--- config.mk ---
export PLATFORM = sky130hd
export DESIGN_NAME = ysyx_24100029_lsu_split
export DESIGN_NICKNAME = d
export VERILOG_FILES = /design/src/rtl/ysyx_24100029_lsu_pkg.sv /design/src/rtl/ysyx_24100029_lsu_align.sv /design/src/rtl/ysyx_24100029_lsu_split.sv
export SDC_FILE = /design/constraint.sdc
export NUM_CORES = 1
export LEC_CHECK = 0
export BUFFER_PORTS_ARGS = -buffer_cell sky130_fd_sc_hd__buf_4
export CORE_AREA = 2 2 173 175
export DETAILED_ROUTE_END_ITERATION = 16
export DIE_AREA = 0 0 175 177
export PLACE_DENSITY = 0.71
export SYNTH_ARGS = -nofsm -noshare
export SYNTH_HDL_FRONTEND = slang
export SYNTH_SLANG_ARGS = --single-unit
--- constraint.sdc ---
create_clock -name clock -period 6.3 [get_ports clock]
set_clock_uncertainty 0.1 [all_clocks]
set_input_delay 0.63 -clock clock [delete_from_list [all_inputs] [get_ports clock]]
set_output_delay 0.63 -clock clock [all_outputs]
set_load 0.02 [all_outputs]
--- src/rtl/ysyx_24100029_lsu_pkg.sv ---
// Shared constants for the MEM-stage load/store unit: RISC-V size codes,
// AXI burst/response encodings, controller states and the split test.
package ysyx_24100029_lsu_pkg;

   localparam logic [2:0] F3_B  = 3'b000;
   localparam logic [2:0] F3_H  = 3'b001;
   localparam logic [2:0] F3_W  = 3'b010;
   localparam logic [2:0] F3_D  = 3'b011;
   localparam logic [2:0] F3_BU = 3'b100;
   localparam logic [2:0] F3_HU = 3'b101;
   localparam logic [2:0] F3_WU = 3'b110;

   localparam logic [1:0] BURST_INCR = 2'b01;
   localparam logic [1:0] RESP_OKAY  = 2'b00;

   typedef enum logic [2:0] {
      ST_IDLE,
      ST_RD1,
      ST_RD2,
      ST_WR1,
      ST_WR2,
      ST_DONE
   } state_t;

   // An access crosses a bus word when its last byte lands past the word end.
   function automatic logic crosses(input int off, input int size_code, input int bytes);
      return (off + (1 << size_code)) > bytes;
   endfunction

endpackage

--- src/rtl/ysyx_24100029_lsu_align.sv ---
// Combinational byte-lane alignment: shifts store data/strobes into a
// two-word window and extracts/extends load bytes from a merged window.
module ysyx_24100029_lsu_align
   import ysyx_24100029_lsu_pkg::*;
#(
   parameter int DATA_W = 32
) (
   input  logic [2:0]                    funct3,
   input  logic [$clog2(DATA_W/8)-1:0]   off,
   input  logic [DATA_W-1:0]             st_data,
   output logic [DATA_W-1:0]             st_data_lo,
   output logic [DATA_W-1:0]             st_data_hi,
   output logic [DATA_W/8-1:0]           st_strb_lo,
   output logic [DATA_W/8-1:0]           st_strb_hi,
   input  logic [2*DATA_W-1:0]           ld_merged,
   output logic [DATA_W-1:0]             ld_data
);

   localparam int B = DATA_W / 8;

   logic [2*DATA_W-1:0] st_wide;
   logic [2*B-1:0]      strb_mask;
   logic [2*B-1:0]      strb_wide;
   logic [DATA_W-1:0]   ld_shift;
   logic signed [7:0]   ld_b;
   logic signed [15:0]  ld_h;
   logic signed [31:0]  ld_w;

   // Store side: place data and byte enables at the byte offset in a 2-word window
   always_comb begin
      strb_mask = '0;
      for (int i = 0; i < B; i++) begin
         strb_mask[i] = (i < (1 << funct3[1:0]));
      end
      st_wide   = {{DATA_W{1'b0}}, st_data} << {off, 3'b000};
      strb_wide = strb_mask << off;
      {st_data_hi, st_data_lo} = st_wide;
      {st_strb_hi, st_strb_lo} = strb_wide;
   end

   // Load side: bring the addressed bytes to bit 0, then sign/zero-extend
   always_comb begin
      ld_shift = DATA_W'(ld_merged >> {off, 3'b000});
      ld_b     = ld_shift[7:0];
      ld_h     = ld_shift[15:0];
      ld_w     = ld_shift[31:0];
      case (funct3)
         F3_B:    ld_data = DATA_W'(ld_b);
         F3_H:    ld_data = DATA_W'(ld_h);
         F3_W:    ld_data = DATA_W'(ld_w);
         F3_BU:   ld_data = DATA_W'(ld_shift[7:0]);
         F3_HU:   ld_data = DATA_W'(ld_shift[15:0]);
         F3_WU:   ld_data = DATA_W'(ld_shift[31:0]);
         default: ld_data = ld_shift;
      endcase
   end

endmodule

--- src/rtl/ysyx_24100029_lsu_split.sv ---
// MEM-stage AXI4 load/store unit. One op per EX handshake, single-beat AXI
// transactions, word-crossing accesses split into two beats and merged.
module ysyx_24100029_lsu_split
   import ysyx_24100029_lsu_pkg::*;
#(
   parameter int DATA_W = 32,
   parameter int ADDR_W = 32,
   parameter int ID_W   = 4,
   parameter int RD_ID  = 0,
   parameter int WR_ID  = 1,
   parameter int SIDE_W = 72
) (
   input  logic                clock,
   input  logic                reset,
   input  logic                in_valid,
   output logic                in_ready,
   input  logic                in_ren,
   input  logic                in_wen,
   input  logic [2:0]          in_funct3,
   input  logic [ADDR_W-1:0]   in_addr,
   input  logic [DATA_W-1:0]   in_wdata,
   input  logic [SIDE_W-1:0]   in_side,
   output logic                out_valid,
   input  logic                out_ready,
   output logic [DATA_W-1:0]   out_rdata,
   output logic                out_fault,
   output logic [SIDE_W-1:0]   out_side,
   output logic                awvalid,
   input  logic                awready,
   output logic [ADDR_W-1:0]   awaddr,
   output logic [ID_W-1:0]     awid,
   output logic [7:0]          awlen,
   output logic [2:0]          awsize,
   output logic [1:0]          awburst,
   output logic                wvalid,
   input  logic                wready,
   output logic [DATA_W-1:0]   wdata,
   output logic [DATA_W/8-1:0] wstrb,
   output logic                wlast,
   input  logic                bvalid,
   output logic                bready,
   input  logic [1:0]          bresp,
   input  logic [ID_W-1:0]     bid,
   output logic                arvalid,
   input  logic                arready,
   output logic [ADDR_W-1:0]   araddr,
   output logic [ID_W-1:0]     arid,
   output logic [7:0]          arlen,
   output logic [2:0]          arsize,
   output logic [1:0]          arburst,
   input  logic                rvalid,
   output logic                rready,
   input  logic [DATA_W-1:0]   rdata,
   input  logic [1:0]          rresp,
   input  logic                rlast,
   input  logic [ID_W-1:0]     rid
);

   localparam int B     = DATA_W / 8;
   localparam int OFF_W = $clog2(B);

   state_t              state;
   logic                issued;
   logic                split_q;
   logic [ADDR_W-1:0]   addr_q;
   logic [2:0]          funct3_q;
   logic [DATA_W-1:0]   wdata_q;
   logic [DATA_W-1:0]   lo_q;
   logic                second;
   logic [ADDR_W-1:0]   base_addr;
   logic [ADDR_W-1:0]   beat_addr;
   logic [2:0]          beat_size;
   logic [DATA_W-1:0]   st_data_lo;
   logic [DATA_W-1:0]   st_data_hi;
   logic [B-1:0]        st_strb_lo;
   logic [B-1:0]        st_strb_hi;
   logic [2*DATA_W-1:0] ld_merged;
   logic [DATA_W-1:0]   ld_data;
   logic                unused;

   assign unused = ^{bid, rid, rlast};

   // Beat address/size are pure functions of the latched op and current beat
   assign second    = (state == ST_RD2) || (state == ST_WR2);
   assign base_addr = {addr_q[ADDR_W-1:OFF_W], {OFF_W{1'b0}}};
   assign beat_addr = !split_q ? addr_q : (second ? base_addr + ADDR_W'(B) : base_addr);
   assign beat_size = split_q ? 3'(OFF_W) : {1'b0, funct3_q[1:0]};
   assign ld_merged = second ? {rdata, lo_q} : {{DATA_W{1'b0}}, rdata};

   assign awaddr  = beat_addr;
   assign awsize  = beat_size;
   assign awid    = ID_W'(WR_ID);
   assign awlen   = 8'd0;
   assign awburst = BURST_INCR;
   assign wdata   = second ? st_data_hi : st_data_lo;
   assign wstrb   = second ? st_strb_hi : st_strb_lo;
   assign wlast   = 1'b1;
   assign araddr  = beat_addr;
   assign arsize  = beat_size;
   assign arid    = ID_W'(RD_ID);
   assign arlen   = 8'd0;
   assign arburst = BURST_INCR;

   ysyx_24100029_lsu_align #(
      .DATA_W(DATA_W)
   ) u_align (
      .funct3     (funct3_q),
      .off        (addr_q[OFF_W-1:0]),
      .st_data    (wdata_q),
      .st_data_lo (st_data_lo),
      .st_data_hi (st_data_hi),
      .st_strb_lo (st_strb_lo),
      .st_strb_hi (st_strb_hi),
      .ld_merged  (ld_merged),
      .ld_data    (ld_data)
   );

   // Op payload and first load beat; consumed only after being written
   always_ff @(posedge clock) begin
      if (in_valid && in_ready) begin
         addr_q   <= in_addr;
         funct3_q <= in_funct3;
         wdata_q  <= in_wdata;
      end
      if (rvalid && rready && (state == ST_RD1)) begin
         lo_q <= rdata;
      end
   end

   // Controller: accept, issue one or two AXI beats, present result to WB
   always_ff @(posedge clock or posedge reset) begin
      if (reset) begin
         state     <= ST_IDLE;
         issued    <= 1'b0;
         split_q   <= 1'b0;
         in_ready  <= 1'b1;
         out_valid <= 1'b0;
         out_rdata <= '0;
         out_fault <= 1'b0;
         out_side  <= '0;
         awvalid   <= 1'b0;
         wvalid    <= 1'b0;
         bready    <= 1'b0;
         arvalid   <= 1'b0;
         rready    <= 1'b0;
      end else begin
         case (state)
            ST_IDLE: begin
               if (in_valid) begin
                  in_ready  <= 1'b0;
                  issued    <= 1'b0;
                  out_fault <= 1'b0;
                  out_side  <= in_side;
                  split_q   <= crosses(int'(in_addr[OFF_W-1:0]), int'(in_funct3[1:0]), B);
                  state     <= in_ren ? ST_RD1 : (in_wen ? ST_WR1 : ST_DONE);
               end
            end
            ST_RD1, ST_RD2: begin
               if (!issued) begin
                  arvalid <= 1'b1;
                  rready  <= 1'b1;
                  issued  <= 1'b1;
               end else begin
                  if (arready) arvalid <= 1'b0;
                  if (rvalid && rready) begin
                     rready <= 1'b0;
                     issued <= 1'b0;
                     if (rresp != RESP_OKAY) begin
                        out_fault <= 1'b1;
                        out_rdata <= '0;
                        out_valid <= 1'b1;
                        state     <= ST_DONE;
                     end else if ((state == ST_RD1) && split_q) begin
                        state <= ST_RD2;
                     end else begin
                        out_rdata <= ld_data;
                        out_valid <= 1'b1;
                        state     <= ST_DONE;
                     end
                  end
               end
            end
            ST_WR1, ST_WR2: begin
               if (!issued) begin
                  awvalid <= 1'b1;
                  wvalid  <= 1'b1;
                  issued  <= 1'b1;
               end else begin
                  if (awready) awvalid <= 1'b0;
                  if (wready) wvalid <= 1'b0;
                  if (!bready && (!awvalid || awready) && (!wvalid || wready)) bready <= 1'b1;
                  if (bvalid && bready) begin
                     bready <= 1'b0;
                     issued <= 1'b0;
                     if (bresp != RESP_OKAY) begin
                        out_fault <= 1'b1;
                        out_rdata <= '0;
                        out_valid <= 1'b1;
                        state     <= ST_DONE;
                     end else if ((state == ST_WR1) && split_q) begin
                        state <= ST_WR2;
                     end else begin
                        out_rdata <= '0;
                        out_valid <= 1'b1;
                        state     <= ST_DONE;
                     end
                  end
               end
            end
            ST_DONE: begin
               if (!out_valid) begin
                  out_rdata <= '0;
                  out_valid <= 1'b1;
               end else if (out_ready) begin
                  out_valid <= 1'b0;
                  in_ready  <= 1'b1;
                  state     <= ST_IDLE;
               end
            end
            default: state <= ST_IDLE;
         endcase
      end
   end

endmodule

# After elaboration in Yosys (flattened, before gate mapping)
# Cells that the tools add are included.
# Widths: inputs -> output; s select.
[word_totals] register_bits=216 latchBits=0 ramBits=0 mem_bits_ro=0 in_bits=195 output_inout_bits=247 word_cells=157 n_memories=0
[classes] add_sub_neg=2 multipliers=0 div_mod_pow=0 magnitude_cmp=5 eq_ne=24 shift=5 muxes=68 bitwise=0 n_reduce_logical=36
[ops] operator="$mux 32" n=12
[ops] operator="$pmux 32 s4" n=1
[ops] operator="$pmux 32 s3" n=1
[ops] operator="$lt 3x32->1 const A" n=2
[ops] operator="$mux 64" n=1
[ops] operator="$shl 1x2->32 const A" n=2
[ops] operator="$shl 32x5->64" n=1
[ops] operator="$shr 64x5->32" n=1
[ops] operator="$mux 1" n=35
[ops] operator="$mux 3" n=11
[ops] operator="$add 3x32->32" n=1
[ops] operator="$add 32x3->32 const B" n=1
[ops] operator="$gt 32x4->1 const B" n=1
[ops] operator="$lt 1x32->1 const A" n=1
[ops] operator="$lt 2x32->1 const A" n=1
[ops] operator="$ne 2x2->1 const B" n=13
[ops] operator="$reduce_and 8->1" n=2
[ops] operator="$reduce_and 7->1" n=2
[ops] operator="$eq 3x3->1 const B" n=4
[ops] operator="$pmux 3 s4" n=1
[ops] operator="$reduce_and 2->1" n=6
[ops] operator="$pmux 1 s3" n=3
[ops] operator="$logic_and 1x1->1" n=8
[ops] operator="$reduce_bool 2->1" n=4
[ops] operator="15 further kinds" n=25

# Logic depth before layout (Yosys ltp)
[depth] ltp_word=10 mapped_depth=9 ltp_nobuf=7

# Cells and area by module
# From an unflattened synthesis, not the netlist that was laid out.
[unflattened] cells_unflattened=1013 hier_area_um2=12080.3
[modules_own_cells] module="ysyx_24100029_lsu_split" n_inst=1 cells_per_inst=762 area_each_um2=10174.8 seq_area_each_um2=5901.9
[modules_own_cells] module="ysyx_24100029_lsu_align" n_inst=1 cells_per_inst=251 area_each_um2=1905.6 seq_area_each_um2=0.0

# Worst setup path after synthesis
# Ideal clock, no wire load.
[synth_path] path_kind="register to output" from="register state[2]" to="output port awaddr[22]" arrival_time_ns=2.520 required_ns=5.570 path_slack_ns=3.050 path_stages_with_launch=9 n_path_buf=3 path_cell_list="dfrtp_1 -> buf_4 -> xnor2_4 -> buf_2 -> or4b_2 -> nor2_1 -> nand4_1 -> xnor2_1 -> buf_4"
[synth_via] elab_chain_cells=4 word_cells_on_any_way=5 cone_classes="2 x eq/ne; 2 x mux; 1 x reduce/logical"
[synth_lines] item="start: declaration" line_no="ysyx_24100029_lsu_split.sv:62" text="state_t state;"
[synth_lines] item="start signal: assignment" line_no="ysyx_24100029_lsu_split.sv:155" text="state <= in_ren ? ST_RD1 : (in_wen ? ST_WR1 : ST_DONE);"
[synth_lines] item="$eq 3x2->1 / $eq 3x3->1 (equally long branches)" line_no="ysyx_24100029_lsu_split.sv:84" text="assign second = (state == ST_RD2) || (state == ST_WR2);"
[synth_lines] item="$logic_or 1x1->1 (*)" line_no="ysyx_24100029_lsu_split.sv:84"
[synth_lines] item="$mux 32 (*) (2 in a row)" line_no="ysyx_24100029_lsu_split.sv:86" text="assign beat_addr = !split_q ? addr_q : (second ? base_addr + ADDR_W'(B) : base_addr);"
[synth_lines] item="end: declaration" line_no="ysyx_24100029_lsu_split.sv:30" text="output logic [ADDR_W-1:0] awaddr,"
# Every way passes the cells marked *; elsewhere a longest branch is shown, timed or not.

# Worst setup path after layout
[layout_path] from="register state[1]" to="output port awaddr[19]"
# The elaborated chain is that of the path after synthesis.

==> impl_metrics.py <==
metrics = {
    "job": {
        "max_cap_viol_count": 0,
    },
    "floorplanning": {
        "rows": 63,
        "die_h_um": 177,
        "ios": 442,
        "start_util_pct": 39.22,
        "fp.coreArea_um2": 29240,
        "dieArea_um2": 30980,
        "die_x_um": 175,
    },
    "detailed_routing": {
        "via_per_inst": 5.357,
        "wl_per_cell_um": 19.49,
        "ant_nets": 0,
        "vias": 9074,
        "firstDrtPassIters": 6,
        "drt_iter0_drc": 573,
        "drt_wl_total_um": 33020,
        "drc": 0,
    },
    "layout": {
        "layout_commonest_cell": "buf_4",
        "fin_cells": 1694,
        "layout-drive-gt1-share_pct": 46.24,
        "most-common-layout-cells": "415 x buf_4, 116 x dfrtp_1, 99 x mux2_2, 99 x edfxtp_1, 39 x inv_1",
        "area_growth_pct": 32.82,
        "nets": 1484,
        "antenna_cells": 0,
        "postLayoutCoreUtil_pct": 52.09,
    },
    "logic_synthesis": {
        "dominantRegCellSynth": "dfrtp_1",
        "synth-seq-cells": 216,
        "synth.avg_cell_area_um2": 12.12,
        "yosysSeqAreaShare_pct": 51.46,
        "synth_edf_count": 99,
        "syn_area_um2": 11470,
        "synthArstFlopShare_pct": 54.17,
        "synthDistinctLibCells": 63,
        "yosys_warnings": 0,
        "syn_inst": 946,
    },
    "sta": {
        "finalSetupViolations": 0,
        "setup_tns_ns": 0,
        "drv_slew": 0,
        "rsz0062_at_grt": "false",
        "finalHoldViolations": 0,
        "postLayoutSetupSlackWorst_ns": 1.567,
        "fin_crit_ns": 4.733,
        "tightest_slew_ns": 1.184,
        "fin_crit_sh_pct": 75.13,
        "slew_headroom_pct": 20.99,
        "max_freq_ghz": 0.2113,
    },
    "critical_path": {
        "critPathMaxFanout": 35,
        "crit_required_ns": 5.57,
        "startpoint_type": "register",
        "crit_path_end_kind": "output port",
        "critPathKind": "reg -> out",
        "cp.arrival_ns": 4.00,
    },
    "run_status": {
        "status": "finished clean",
    },
    "cts": {
        "cts-root-buf": "clkbuf_16",
        "cts_buffers": 25,
        "cts_buffer_depth": 3,
        "cts_resized": 0,
        "clkSlewWorstSetupHoldPaths_ns": 0.06,
        "cts_setup_buffers": 0,
        "insertion_delay_ns": 0.53,
        "postCtsHoldBufs": 0,
        "tritoncts": "done",
        "cts.sinks": 216,
        "htreeDepth": 1,
    },
    "grt": {
        "grt_remaining_overflow": 0,
        "grt_pass1_vias": 8774,
        "grt_max_degree": 108,
        "grt_pass1_wl_um": 49380,
        "grt_usage_pct": 20.32,
        "antenna_found_initial": 0,
    },
    "placed_design": {
        "portBuffers": 401,
        "dpl.hpwl_um": 23660,
        "placed_cells": 1648,
        "post-place-ws_ns": 2.128,
        "gp_congestion": 0.8343,
    },
    "worst_hold_path": {
        "hp-class": "in -> reg",
    },
    "power": {
        "peakVddDrop_mv": 0.2015,
        "p_leak_nw": 6.540,
        "p_per_area_nw_per_um2": 446.4,
        "fin_total_pwr_mw": 6.801,
    },
}
==> logic make-up after synthesis <==
| logic type | after synthesis | synth area share, % |
|---|---|---|
| flops | 216 | 51.46 |
| compound gates | 186 | 11.74 |
| simple gates | 179 | 8.225 |
| buf+inv | 172 | 8.171 |
| mux | 156 | 17.31 |
| xor+xnor | 31 | 2.531 |
| fa+ha+maj | 4 | 0.5018 |
| other cells | 2 | 0.06548 |
==> per-stage QoR <==
step                cell area (um^2)  hold slack [ns]
floorplan                      11580           0.4243
global placement               14410           0.3701
detailed placement             14410           0.3951
CTS                            15230           0.1539
global route                   15230           0.1520
finish                         15230           0.1700
==> sequential cells by signal, indices dropped and copies added, names as in the netlist <==
signal     cells
addr_q        32
arvalid        1
awvalid        1
bready         1
funct3_q       3
in_ready       1
issued         1
lo_q          32
out_fault      1
out_rdata     32
out_side      72
out_valid      1
rready         1
split_q        1
state          3
wdata_q       32
wvalid         1
==> layer usage <==
metal / up-vias / GRT usage (%) / share of wire, %
met3: 57 / 3.114 / 6.3
li1: 4167 / - / -
met5: - / 0 / 0
met1: 4515 / 26.80 / 41
met4: 0 / 6.875 / 3.4
met2: 335 / 34.29 / 50
==> report_power, final <==
part           leakage, nW  switching [mW]  internal [mW]  total, mW
logic                 3.79            1.80           1.34       3.14
registers             2.34           0.262           1.93       2.19
clock network        0.407           0.592          0.878       1.47
==> synth_stat cells (all sizes together), types with 7 or more instances <==
master | n | area, um^2
a211oi | 9 | 67.56
a21oi | 29 | 148.9
a221o | 14 | 140.1
a31o | 7 | 61.31
a31oi | 10 | 62.56
and3 | 21 | 131.4
buf | 99 | 663.1
clkbuf | 33 | 123.9
dfrtp | 116 | 2903
edfxtp | 99 | 2973
inv | 40 | 150.1
mux2 | 99 | 1115
mux2i | 33 | 330.3
mux4 | 24 | 540.5
nand2 | 31 | 116.4
nand3 | 35 | 175.2
nand4 | 10 | 62.56
nor2 | 27 | 103.9
nor3 | 22 | 115.1
o211ai | 14 | 110.1
o21ai | 37 | 185.2
o221ai | 26 | 234.0
o31ai | 20 | 150.1
xnor2 | 21 | 202.7
xor2 | 10 | 87.58
==> worst paths after layout <==
check,start,endpoint,slack [ns],cells past startpoint
hold / removal,in_addr[19],addr_q[19],0.17,1
hold reg to reg,arvalid,arvalid,0.40,2
min in group asynchronous,reset,out_rdata[21],0.23,2
max in group asynchronous,reset,out_side[62],4.69,3
setup / recovery,state[1],awaddr[19],1.57,6
setup reg to reg,addr_q[0],out_rdata[27],2.99,5
==> critical path: stages (launching register included) <==
cell	delay [ns]
dfrtp_1	0.76
xnor2_4	0.34
or2_2	0.65
nor4_1	0.99
nand3_1	0.21
xnor2_1	0.28
buf_4	0.19
==> area by class of cell <==
type	instances	area, um^2
inverters	40	152.6
fillers	2580	14010
multi-input cells	587	4751
repair buffers	415	3115
clock buffers	37	723.2
clock inverters	9	102.6
well taps	390	488.0
flip-flops and latches	216	5902
Power figures use the tool's default switching activity.
